==> src/rtl/tx232_sched_if.sv <==
// Channel-side bundle between the requesting channels and the RS-232 frame scheduler.
// The scheduler takes the slave view; the channels/bench drive the master view.
interface tx232_sched_if #(
    parameter int N = 4
);
    logic             txck;
    logic [N-1:0]     req;
    logic [16*N-1:0]  din;
    logic [15:0]      bcd;
    logic             start;
    logic [N-1:0]     gnt;
    logic [N-1:0]     ack;
    logic             busy;

    modport master (
        output txck, req, din,
        input  bcd, start, gnt, ack, busy
    );

    modport slave (
        input  txck, req, din,
        output bcd, start, gnt, ack, busy
    );
endinterface

==> src/rtl/tx232_sched.sv <==
// Round-robin scheduler sharing one RS-232 packetizer among N channels: it latches the
// granted word onto bcd, holds start for FRAME_TCK baud edges, then keeps a GAP_TCK guard gap.
module tx232_sched #(
    parameter int N         = 4,
    parameter int FRAME_TCK = 24,
    parameter int GAP_TCK   = 2
) (
    input logic          clk,
    input logic          rst,
    tx232_sched_if.slave bus
);
    localparam int         PW         = (N > 1) ? $clog2(N) : 1;
    localparam logic [7:0] FRAME_LAST = 8'(FRAME_TCK - 1);
    localparam logic [7:0] GAP_LAST   = 8'(GAP_TCK - 1);

    typedef enum logic [1:0] {
        S_IDLE,
        S_SEND,
        S_GAP
    } state_t;

    state_t          state_q, state_d;
    logic [PW-1:0]   ptr_q, ptr_d;
    logic [7:0]      cnt_q, cnt_d;
    logic [15:0]     bcd_q, bcd_d;
    logic            start_q, start_d;
    logic            busy_q, busy_d;
    logic [N-1:0]    gnt_q, gnt_d;
    logic [N-1:0]    ack_q, ack_d;
    logic [1:0]      txck_sync_q;
    logic            txck_r;

    logic [15:0]     din_w [N];
    logic            sel_found;
    logic [PW-1:0]   sel_idx;
    logic [15:0]     sel_word;

    generate
        for (genvar gi = 0; gi < N; gi++) begin : g_word
            assign din_w[gi] = bus.din[16*gi +: 16];
        end
    endgenerate

    // Only the rising edge of the baud clock advances the frame/gap counters.
    assign txck_r = txck_sync_q[0] & ~txck_sync_q[1];

    // First requester strictly after the last served channel, wrapping modulo N.
    always_comb begin
        int            idx;
        logic [PW-1:0] cand;
        sel_found = 1'b0;
        sel_idx   = '0;
        idx       = 0;
        cand      = '0;
        for (int k = 1; k <= N; k++) begin
            idx  = (int'(ptr_q) + k) % N;
            cand = PW'(idx);
            if (!sel_found && bus.req[cand]) begin
                sel_found = 1'b1;
                sel_idx   = cand;
            end
        end
    end

    assign sel_word = din_w[sel_idx];

    always_comb begin
        state_d = state_q;
        ptr_d   = ptr_q;
        cnt_d   = cnt_q;
        bcd_d   = bcd_q;
        start_d = start_q;
        busy_d  = busy_q;
        gnt_d   = gnt_q;
        ack_d   = '0;
        case (state_q)
            S_IDLE: begin
                if (sel_found) begin
                    gnt_d          = '0;
                    gnt_d[sel_idx] = 1'b1;
                    bcd_d          = sel_word;
                    start_d        = 1'b1;
                    busy_d         = 1'b1;
                    ptr_d          = sel_idx;
                    cnt_d          = '0;
                    state_d        = S_SEND;
                end
            end
            S_SEND: begin
                if (txck_r) begin
                    if (cnt_q == FRAME_LAST) begin
                        start_d = 1'b0;
                        ack_d   = gnt_q;
                        cnt_d   = '0;
                        state_d = S_GAP;
                    end else begin
                        cnt_d = cnt_q + 8'd1;
                    end
                end
            end
            S_GAP: begin
                if (txck_r) begin
                    if (cnt_q == GAP_LAST) begin
                        gnt_d   = '0;
                        busy_d  = 1'b0;
                        cnt_d   = '0;
                        state_d = S_IDLE;
                    end else begin
                        cnt_d = cnt_q + 8'd1;
                    end
                end
            end
            default: begin
                state_d = S_IDLE;
            end
        endcase
    end

    always_ff @(posedge clk) begin
        if (rst) begin
            state_q     <= S_IDLE;
            ptr_q       <= PW'(N - 1);
            cnt_q       <= '0;
            bcd_q       <= '0;
            start_q     <= 1'b0;
            busy_q      <= 1'b0;
            gnt_q       <= '0;
            ack_q       <= '0;
            txck_sync_q <= '0;
        end else begin
            state_q     <= state_d;
            ptr_q       <= ptr_d;
            cnt_q       <= cnt_d;
            bcd_q       <= bcd_d;
            start_q     <= start_d;
            busy_q      <= busy_d;
            gnt_q       <= gnt_d;
            ack_q       <= ack_d;
            txck_sync_q <= {txck_sync_q[0], bus.txck};
        end
    end

    assign bus.bcd   = bcd_q;
    assign bus.start = start_q;
    assign bus.busy  = busy_q;
    assign bus.gnt   = gnt_q;
    assign bus.ack   = ack_q;
endmodule

==> src/flat_wrapper.sv <==
// flat-port wrapper written by rule: the top's interface ports become plain ports
module tx232_sched_flat 
#(
    parameter int N         = 4,
    parameter int FRAME_TCK = 24,
    parameter int GAP_TCK   = 2
)
  (clk, rst, bus_txck, bus_req, bus_din, bus_bcd, bus_start, bus_gnt, bus_ack, bus_busy);
  tx232_sched_if #(.N(N)) bus_i ();
  input logic clk;
  input logic rst;
  input wire logic [$bits(bus_i.txck)-1:0] bus_txck;
  input wire logic [$bits(bus_i.req)-1:0] bus_req;
  input wire logic [$bits(bus_i.din)-1:0] bus_din;
  output wire logic [$bits(bus_i.bcd)-1:0] bus_bcd;
  output wire logic [$bits(bus_i.start)-1:0] bus_start;
  output wire logic [$bits(bus_i.gnt)-1:0] bus_gnt;
  output wire logic [$bits(bus_i.ack)-1:0] bus_ack;
  output wire logic [$bits(bus_i.busy)-1:0] bus_busy;
  assign bus_i.txck = bus_txck;
  assign bus_i.req = bus_req;
  assign bus_i.din = bus_din;
  assign bus_bcd = bus_i.bcd;
  assign bus_start = bus_i.start;
  assign bus_gnt = bus_i.gnt;
  assign bus_ack = bus_i.ack;
  assign bus_busy = bus_i.busy;
  tx232_sched #(.N(N), .FRAME_TCK(FRAME_TCK), .GAP_TCK(GAP_TCK)) u_core (.clk(clk), .rst(rst), .bus(bus_i));
endmodule
==> config.mk <==
export PLATFORM = sky130hd
export DESIGN_NAME = tx232_sched_flat
export DESIGN_NICKNAME = d
export VERILOG_FILES = /design/src/rtl/tx232_sched_if.sv /design/src/rtl/tx232_sched.sv /design/src/flat_wrapper.sv
export SDC_FILE = /design/constraint.sdc
export NUM_CORES = 1
export LEC_CHECK = 0
export ABC_CLOCK_PERIOD_IN_PS = 2150
export CAP_MARGIN = 20
export CORE_MARGIN = 8
export CORE_UTILIZATION = 47
export CTS_CLUSTER_SIZE = 25
export DETAILED_ROUTE_END_ITERATION = 6
export DONT_BUFFER_PORTS = 1
export PLACE_DENSITY = 0.67
export SKIP_LAST_GASP = 1
export SLEW_MARGIN = 20
export SYNTH_ARGS = -nofsm -noshare
export SYNTH_HDL_FRONTEND = slang
export SYNTH_SLANG_ARGS = --single-unit
==> constraint.sdc <==
create_clock -name clk -period 2.15 [get_ports clk]
set_input_delay 0.3225 -clock clk [delete_from_list [all_inputs] [get_ports clk]]
set_output_delay 0.3225 -clock clk [all_outputs]
set_load 0.03 [all_outputs]
* After elaboration in Yosys (flattened, before gate mapping)
Index checks and enable logic that the tools add are counted.
Word-level totals: bits of input ports 71, register bits 40, logic and storage cells 97
Operators by class: $add $sub $neg 5, eq/ne operators 9, mux-type cells 44, $lt $le $gt $ge 7, bitwise gates (word level) 6, reduce and logical (&&, ||, !) cells 17
Operator list (number):
- two-way mux 8 bit | 5
- binary-select mux 16 bit (select 2 bit) | 1
- two-way mux 16 bit | 2
- case mux 8 bit (3 select lines) | 1
- two-way mux 2 bit | 9
- < comparator 2 x 3 -> 1 bit (second input constant) | 5
- two-way mux 1 bit | 14
- two-way mux 4 bit | 3
- AND reduction 4 bit | 3
- != test 2 x 1 -> 1 bit (second input constant) | 5
- adder 8 x 1 -> 8 bit (second input constant) | 1
- binary-select mux 1 bit (select 2 bit) | 4
- equality test 8 x 1 -> 1 bit (second input constant) | 1
- equality test 8 x 5 -> 1 bit (second input constant) | 1
- case mux 4 bit (2 select lines) | 1
- case mux 2 bit (3 select lines) | 1
- AND reduction 5 bit | 1
- adder 2 x 1 -> 2 bit (second input constant) | 2
- adder 2 bit (second input constant) | 2
- logical AND 1 bit | 4
- NOT 1 bit | 4
- case mux 1 bit (2 select lines) | 2
- nonzero test 2 bit | 2
- OR reduction 4 bit | 1
- other kinds (11) | 13

* Logic depth before layout (Yosys ltp)
Gate-level depths: netlist (run 1).
depth in word-level cells 19, mapped depth 8

* Worst setup path before layout (run 1)
No wires, ideal clock.
path type register to register, from reg u_core.cnt_q[0], to reg u_core.cnt_q[7], path buffers 0, required time 2028 ps, arrival time 1717 ps, slack 312 ps, library setup time 122 ps, stages on the path, launching flop included 7, clock period less this slack 1838 ps, cells stage by stage dfxtp_1 ha_1 or3b_1 o211ai_1 a21oi_1 a21oi_1 o22ai_1
Between the ends: word-level cells in the longest chain between the ends 4, elaborated cells on any way between the ends 8, those cells by class 1 x add/sub; 2 x eq/ne; 5 x mux
Ends and longest elaborated chain:
- start: declaration | line tx232_sched.sv:24 | logic [7:0] cnt_q, cnt_d;
- start signal: assignment | line tx232_sched.sv:133 | cnt_q <= cnt_d;
- adder 8 x 1 -> 8 bit, or another cell as far along | line tx232_sched.sv:97, tx232_sched.sv:109
- two-way mux 8 bit, on equally long branches | line tx232_sched.sv:103, tx232_sched.sv:91
- two-way mux 8 bit, on equally long branches | line tx232_sched.sv:102, tx232_sched.sv:90
- case mux 8 bit (3 select lines) (*) | line tx232_sched.sv:76 | case (state_q)
Mark *: on every way between the ends. The rest lies on a longest branch, timed or not. The select of a mux whose other input is x is not followed. A chain may end at the register's enable or synchronous reset.

* Worst setup path in the final report (run 1)
from reg u_core.cnt_q[5], to reg u_core.gnt_q[2] (netlist: u_core.bus.gnt[2])
Between the ends: word-level cells in the longest chain between the ends 3
Ends and longest elaborated chain:
- equality test 8 x 1 -> 1 bit | line tx232_sched.sv:103 | if (cnt_q == GAP_LAST) begin
- != test 2 x 1 -> 1 bit (no line)
- AND reduction 4 bit (no line)
- end signal: assignment | line tx232_sched.sv:137 | gnt_q <= gnt_d;
- end: declaration | line tx232_sched.sv:28 | logic [N-1:0] gnt_q, gnt_d;
No other way between the ends.

==> out/metrics.yaml, run 1 <==
post_drt_via_cell_ratio: 6.52
insertion_delay_ns: 0.30
worstPathMaxFanout: 8
synth.avg_cell_area_um2: 8.27
syn_to_final_growth_pct: 7.22
drt_iter0_drc: 152
cts_resized: 0
cts.htree.levels: 2
ys_seq_area_frac: 0.364
min_period_ns: 1.99
synth_top_family_by_area: "compound AO/OA/AOI/OAI gates"
synth_nets: 343
ys.flop_type: "dfxtp_1"
layout_common_cells: "dfxtp_1 (40), nand2_1 (29), nor2_1 (24)"
pre_cts_slack_ns: 0.146
diodes: 0
slowest_stage: "or4_4"
placementRows: 25
grt_pass1_vias: 2009
place_inst: 309
worstMarginPinSlew_ns: 0.554
layout_setup_ws_ns: 0.155
start_util: 0.475
hpwl_um: 4460
power.leakage_nw: 0.854
grt_antenna_before_repair: 0
synth_area_um2: 2200
die_y_um: 84.4
grt_pass1_wl_um: 9670
overflow: 0
grt_max_degree: 40
syn-instance-count: 266
hold_path.class: "input port to flip-flop"
fin_crit_sh: 0.928
place_area_um2: 2240
first_pass_iters: 7
finalHoldViolCount: 0
cts.sinks: 40
fmax_mhz: 501
violations: "design-rule violations"
rsz0062_at_grt: "no"
cts_buffers: 5
final_common_cell: "dfxtp_1"
status: "finished with violations"
setup-violations-final: 0
ctsHoldBuffers: 0
routabilityCongestion: 0.874
cp_cell_sequence: "or4_4, o41ai_4, o211ai_4, nand3b_1, a21oi_1"
ys_ff_latch: 40
critPathKind: "flip-flop to flip-flop"
cp-start-kind: "flip-flop"
wl_per_cell_um: 18.6
clk_pin_slew_worst_paths_ns: 0.09
clock-root-buffer: "clkbuf_8"
slew_headroom: 0.630
synth_compound_area_frac: 0.322
drv_slew: 0
yosysWarnings: 0
cts_setup_buffers: 0
cp.required_ns: 2.38
yosys.area_share.adder: 0.0341
synth-edff-count: 0
fin_skew_ns: 0.00980
synth.area.mux_share: 0
crit_path_end_kind: "flip-flop"
synth-simple-area-share: 0.213
ant_nets: 0
dieArea_um2: 7130
maxCapViolations: 0
fin_tns_setup_ns: 0
stdcell_area_um2: 2360
nNetsFinal: 339
power_density_nw_per_um2: 1190
ys_types: 39
synth_xor_area_frac: 0.00398
drc_errors: 17
clock_path_buffers: 2
num_vias: 2068
routed_wl_um: 5890
numPortBuffers: 0
async_flop_share: 0
fin_cells: 317
core_um2: 4630
gr-usage-all-layers: 0.162
die_w_um: 84.4
peakVddDrop_v: 0.000563
num_io_pins: 97
holdWs_ns: 0.0804
drive_above_1_share: 0.0798
cts_tree: "done"
cp_data_arrival_time_ns: 2.22
cpPeakStageDelay_ns: 0.57
[worst max-delay path: cells and delay by family (launching register included)]
family / cells / cell delay (ns)
AND/OR/NAND/NOR: 2 / 0.76
flip-flops: 1 / 0.38
AO/OA/AOI/OAI: 3 / 0.79
[sequential cells by signal, summed over array words and instances, names as in the netlist]
register / count
u_core.cnt_q: 8
u_core.bus.ack: 4
u_core.state_q: 2
u_core.bus.bcd: 16
u_core.bus.gnt: 4
u_core.txck_sync_q: 2
u_core.bus.start: 1
u_core.ptr_q: 2
u_core.bus.busy: 1
[stage by stage]
step,power [W],util
5_1_grt,0.00301,0.510
2_1_floorplan,0.00199,-
4_1_cts,0.00284,0.510
3_3_place_gp,0.00219,0.485
6_report,0.00282,0.510
3_5_place_dp,0.00221,0.485
[logic make-up after synthesis]
logic type | Yosys count
AOI/OAI and AO/OA | 91
and+or+nand+nor | 94
buffers and inverters | 34
DFF | 40
adders and majority gates | 6
xor gates and xnor gates | 1
[area by class of cell]
class                           count  area (µm²)
Fill cell                         450        2270
Multi-Input combinational cell    192        1260
Sequential cell                    40         801
Clock buffer                        5        68.8
Tap cell                           54        67.6
Inverter                           16        60.1
Timing Repair Buffer                7        52.6
Clock inverter                      3        46.3
[routing by layer]
metal / track usage / wire, µm
met1: 0.190 / 2510
met3: 0.0654 / 540
met4: 0.0356 / 34
met5: 0 / 0
met2: 0.269 / 2800
[cells in the mapped netlist (all sizes together) (2+ instances only)]
cell,count,area (µm²)
ha,6,75.1
buf,7,37.5
a311oi,19,166
dfxtp,40,801
a222oi,16,160
nor2b,4,25.0
nand3,6,30.0
a21oi,16,80.1
clkbuf,11,41.3
o21ai,15,75.1
or4,2,22.5
and2,4,25.0
nor3b,3,22.5
o211ai,5,51.3
a31oi,3,18.8
nand4,2,12.5
a211oi,5,37.5
nor2,25,93.8
nand2b,4,25.0
inv,16,60.1
o22ai,3,18.8
nand3b,6,45.0
nand2,29,109
nor4,2,12.5
o211a,2,20.0
and3,4,25.0
[worst paths after layout]
check / cells after the start / from / slack [ns] / to
worst max-delay path: 5 / u_core.cnt_q[5]$_SDFFE_PP0P_ / 0.16 / u_core.bus.gnt[2]$_SDFFE_PP0P_
worst min-delay path: 1 / rst / 0.08 / u_core.txck_sync_q[1]$_SDFF_PP0_
worst max register to register: 5 / u_core.cnt_q[5]$_SDFFE_PP0P_ / 0.16 / u_core.bus.gnt[2]$_SDFFE_PP0P_
worst min register to register: 2 / u_core.cnt_q[1]$_SDFFE_PP0P_ / 0.49 / u_core.cnt_q[1]$_SDFFE_PP0P_
[where the power goes]
group / total, W / switching (W) / internal, W
registers: 0.00131 / 0.000407 / 0.000902
clock network: 0.000629 / 0.000279 / 0.000350
logic: 0.000878 / 0.000504 / 0.000374
total: 0.00282 / 0.00119 / 0.00163
Power figures use the tool's default switching activity.
==> inputs of run 2 (changes only) <==
Settings changed: ABC_AREA set to 1.
==> out/metrics.yaml, run 2 <==
status: "complete, no violations"
syn-instance-count: 389  # +46%
grt_pass1_vias: 2419  # +20%
fin_skew_ns: 0.0131  # +0.00335 ns
r2r-end: "u_core.cnt_q[0]$_SDFFE_PP0P_"
cts_buffers: 5  # unchanged
r2r-start: "u_core.ptr_q[0]$_SDFFE_PP1P_"
hold_end: "u_core.cnt_q[2]$_SDFFE_PP0P_"
core_um2: 5140  # +11%
worstPathMaxFanout: 10  # +2
r2r_cells: 14  # +9
worstMarginPinSlew_ns: 0.469  # -0.0851 ns
grt_pass1_wl_um: 11000  # +14%
cts.htree.levels: 2  # unchanged
utilization: 0.535  # +0.0253
cpPeakStageDelay_ns: 0.34  # -0.23 ns
worst-path-buf-inv: 5  # +5
yosys.area.top_type_share: 0.317  # -0.0469
clk_pin_slew_worst_paths_ns: 0.09  # about the same
synth.avg_cell_area_um2: 6.49  # -22%
placementRows: 26  # +4.0%
final_common_cell: "nand2_1"
pre_cts_slack_ns: 0.160  # +0.0133 ns
fin_tns_setup_ns: 0  # unchanged
crit_family: "simple AND/OR/NAND/NOR gates"
routed_wl_um: 6820  # +16%
n_fill_cell: 541  # +20%
slew_headroom: 0.684  # +0.0535
place_area_um2: 2610  # +16%
insertion_delay_ns: 0.30  # about the same
crit_path_end_kind: "flip-flop"
ys_types: 31  # -21%
start_util: 0.491  # +0.0161
synth-edff-count: 0  # unchanged
clock-root-buffer: "clkbuf_8"
min-delay-start: "rst"
drive_above_1_share: 0.142  # +0.0626
overflow: 0  # unchanged
hold_path.class: "input port to flip-flop"
post_drt_via_cell_ratio: 5.33  # -18%
async_flop_share: 0  # unchanged
ys.flop_type: "dfxtp_1"
cp-start-kind: "flip-flop"
drt_iter0_drc: 158  # +3.9%
maxCapViolations: 0  # unchanged
grt_antenna_before_repair: 0  # unchanged
yosysWarnings: 0  # unchanged
synth_area_um2: 2530  # +15%
worstHoldPathCells: 1  # unchanged
die_y_um: 89.3  # +5.8%
slowest_stage: "dfxtp_1"
num_io_pins: 97  # unchanged
cts_tree: "done"
peakVddDrop_v: 0.00128  # +130%
min_period_ns: 1.96  # -0.0383 ns
largest_reg_flops: 16  # unchanged
drv_slew: 0  # unchanged
setup-violations-final: 0  # unchanged
r2r_slack_ns: 0.19  # +0.04 ns
yosys-top-cells-area: "dfxtp_1 (32%), nand3_1 (15%), nand2_1 (13%)"
ant_nets: 0  # unchanged
nNetsFinal: 469  # +38%
first_pass_iters: 4  # -3
ys_ff_latch: 40  # unchanged
ys_seq_area_frac: 0.317  # -0.0469
stdcell_area_um2: 2750  # +17%
num_vias: 2470  # +19%
layout_setup_ws_ns: 0.194  # +0.0383 ns
drc_errors: 0  # -17
cts.sinks: 40  # unchanged
synth_largest_area_cell: "dfxtp_1"
finalHoldViolCount: 0  # unchanged
synthTopCellsByCount: "nand2_1 (87), nand3_1 (76), nor2_1 (47)"
hpwl_um: 5320  # +19%
cp_cell_sequence: "buf_4, inv_6, nand2_2, nand2_1, nand2_1, o21ai_1, inv_1, nand3_4, inv_2, nand2_2, nand2_4, buf_4, or2_2, a21oi_1"
cp.required_ns: 2.39  # about the same
numPortBuffers: 0  # unchanged
synth_nets: 466  # +36%
grt_max_degree: 37  # -7.5%
wl_per_cell_um: 14.7  # -21%
routabilityCongestion: 0.898  # +2.8%
layout_common_cells: "nand2_1 (87), nand3_1 (76), nor2_1 (45)"
rsz0062_at_grt: "yes"
dieArea_um2: 7980  # +12%
power_density_nw_per_um2: 2010  # +68%
fin_crit_sh: 0.910  # -0.0178
ctsHoldBuffers: 0  # unchanged
die_w_um: 89.3  # +5.8%
clock_path_buffers: 2  # unchanged
gr-usage-all-layers: 0.177  # +0.0152
power.leakage_nw: 1.22  # +43%
cp_data_arrival_time_ns: 2.19  # -0.03 ns
syn_to_final_growth_pct: 8.87
diodes: 0  # unchanged
critPathKind: "flip-flop to flip-flop"
synth.most_common_cell: "nand2_1"
fmax_mhz: 511  # +2.0%
run 2: cell count changes after synthesis, sizes merged, moves of 16 or more:
cell / delta
a311oi: -19
a222oi: -16
nor2: +28
nand2: +66
nand3: +73
inv: +21
run 2: final cells by class:
cell class / instances / area, µm² / share of cell area
sequential: 40 / 802 / 0.292
tap: 70 / 87.6 / 0.0318
clock buffer: 5 / 68.8 / 0.0250
multi-input combinational: 294 / 1480 / 0.537
inverter: 37 / 149 / 0.0541
clock inverter: 3 / 23.8 / 0.00864
timing repair buffer: 14 / 141 / 0.0514
run 2: worst max-delay path by stage:
stage,from,end,slack (ns),cells past startpoint
finish,u_core.ptr_q[0]$_SDFFE_PP1P_,u_core.cnt_q[0]$_SDFFE_PP0P_,0.19,14
global route,u_core.ptr_q[0]$_SDFFE_PP1P_,u_core.bus.gnt[2]$_SDFFE_PP0P_,-0.008,15
CTS,u_core.ptr_q[1]$_SDFFE_PP1P_,u_core.bus.gnt[1]$_SDFFE_PP0P_,0.14,11
detailed placement,u_core.ptr_q[0]$_SDFFE_PP1P_,u_core.bus.bcd[14]$_SDFFE_PP0P_,0.16,14
global placement,u_core.ptr_q[1]$_SDFFE_PP1P_,u_core.bus.gnt[1]$_SDFFE_PP0P_,0.16,11
floorplan,u_core.ptr_q[1]$_SDFFE_PP1P_,u_core.cnt_q[5]$_SDFFE_PP0P_,0.47,14
run 2: power by group:
group	switching (W)	total, W	internal [W]
Combinational	0.00223	0.00358	0.00134
Sequential	0.000479	0.00143	0.000956
Clock	0.000284	0.000514	0.000230
Total	0.00300	0.00553	0.00253
run 2: what timing repair did:
action / in CTS / in global routing
buffers inserted: 0 / 2
setup endpoints to repair: 0 / 21
resized for setup: 0 / 9
run 2: kinds of logic after synthesis:
kind of cell    Yosys count  synth area share
buf+inv                  55             0.102
compound gates           44            0.0926
flops                    40             0.317
fa+ha+maj                 6            0.0297
xor+xnor                  1           0.00347
simple gates            243             0.455
run 2: worst reg2reg max path, stage by stage, from the launching register on:
cell,delay [ns]
dfxtp_1,0.34
buf_4,0.17
inv_6,0.09
nand2_2,0.05
nand2_1,0.09
nand2_1,0.07
o21ai_1,0.08
inv_1,0.08
nand3_4,0.10
inv_2,0.06
nand2_2,0.10
nand2_4,0.09
buf_4,0.18
or2_2,0.27
a21oi_1,0.12
run 2: layer usage:
metal | share of wire | GRT usage | up-vias
li1 | - | - | 1278
met1 | 0.44 | 0.215 | 1084
met2 | 0.44 | 0.271 | 103
met3 | 0.11 | 0.0836 | 5
met4 | 0.011 | 0.0498 | 0
met5 | 0 | 0 | -
run 2: per-stage QoR:
stage                     hold WS (ns)  instances  power [W]
after detailed placement         0.397        453    0.00479
after global routing            0.0670        463    0.00604
final                           0.0817        463    0.00553
after floorplan                  0.411        389    0.00410
after global placement           0.395        453    0.00477
after CTS                       0.0686        461    0.00532
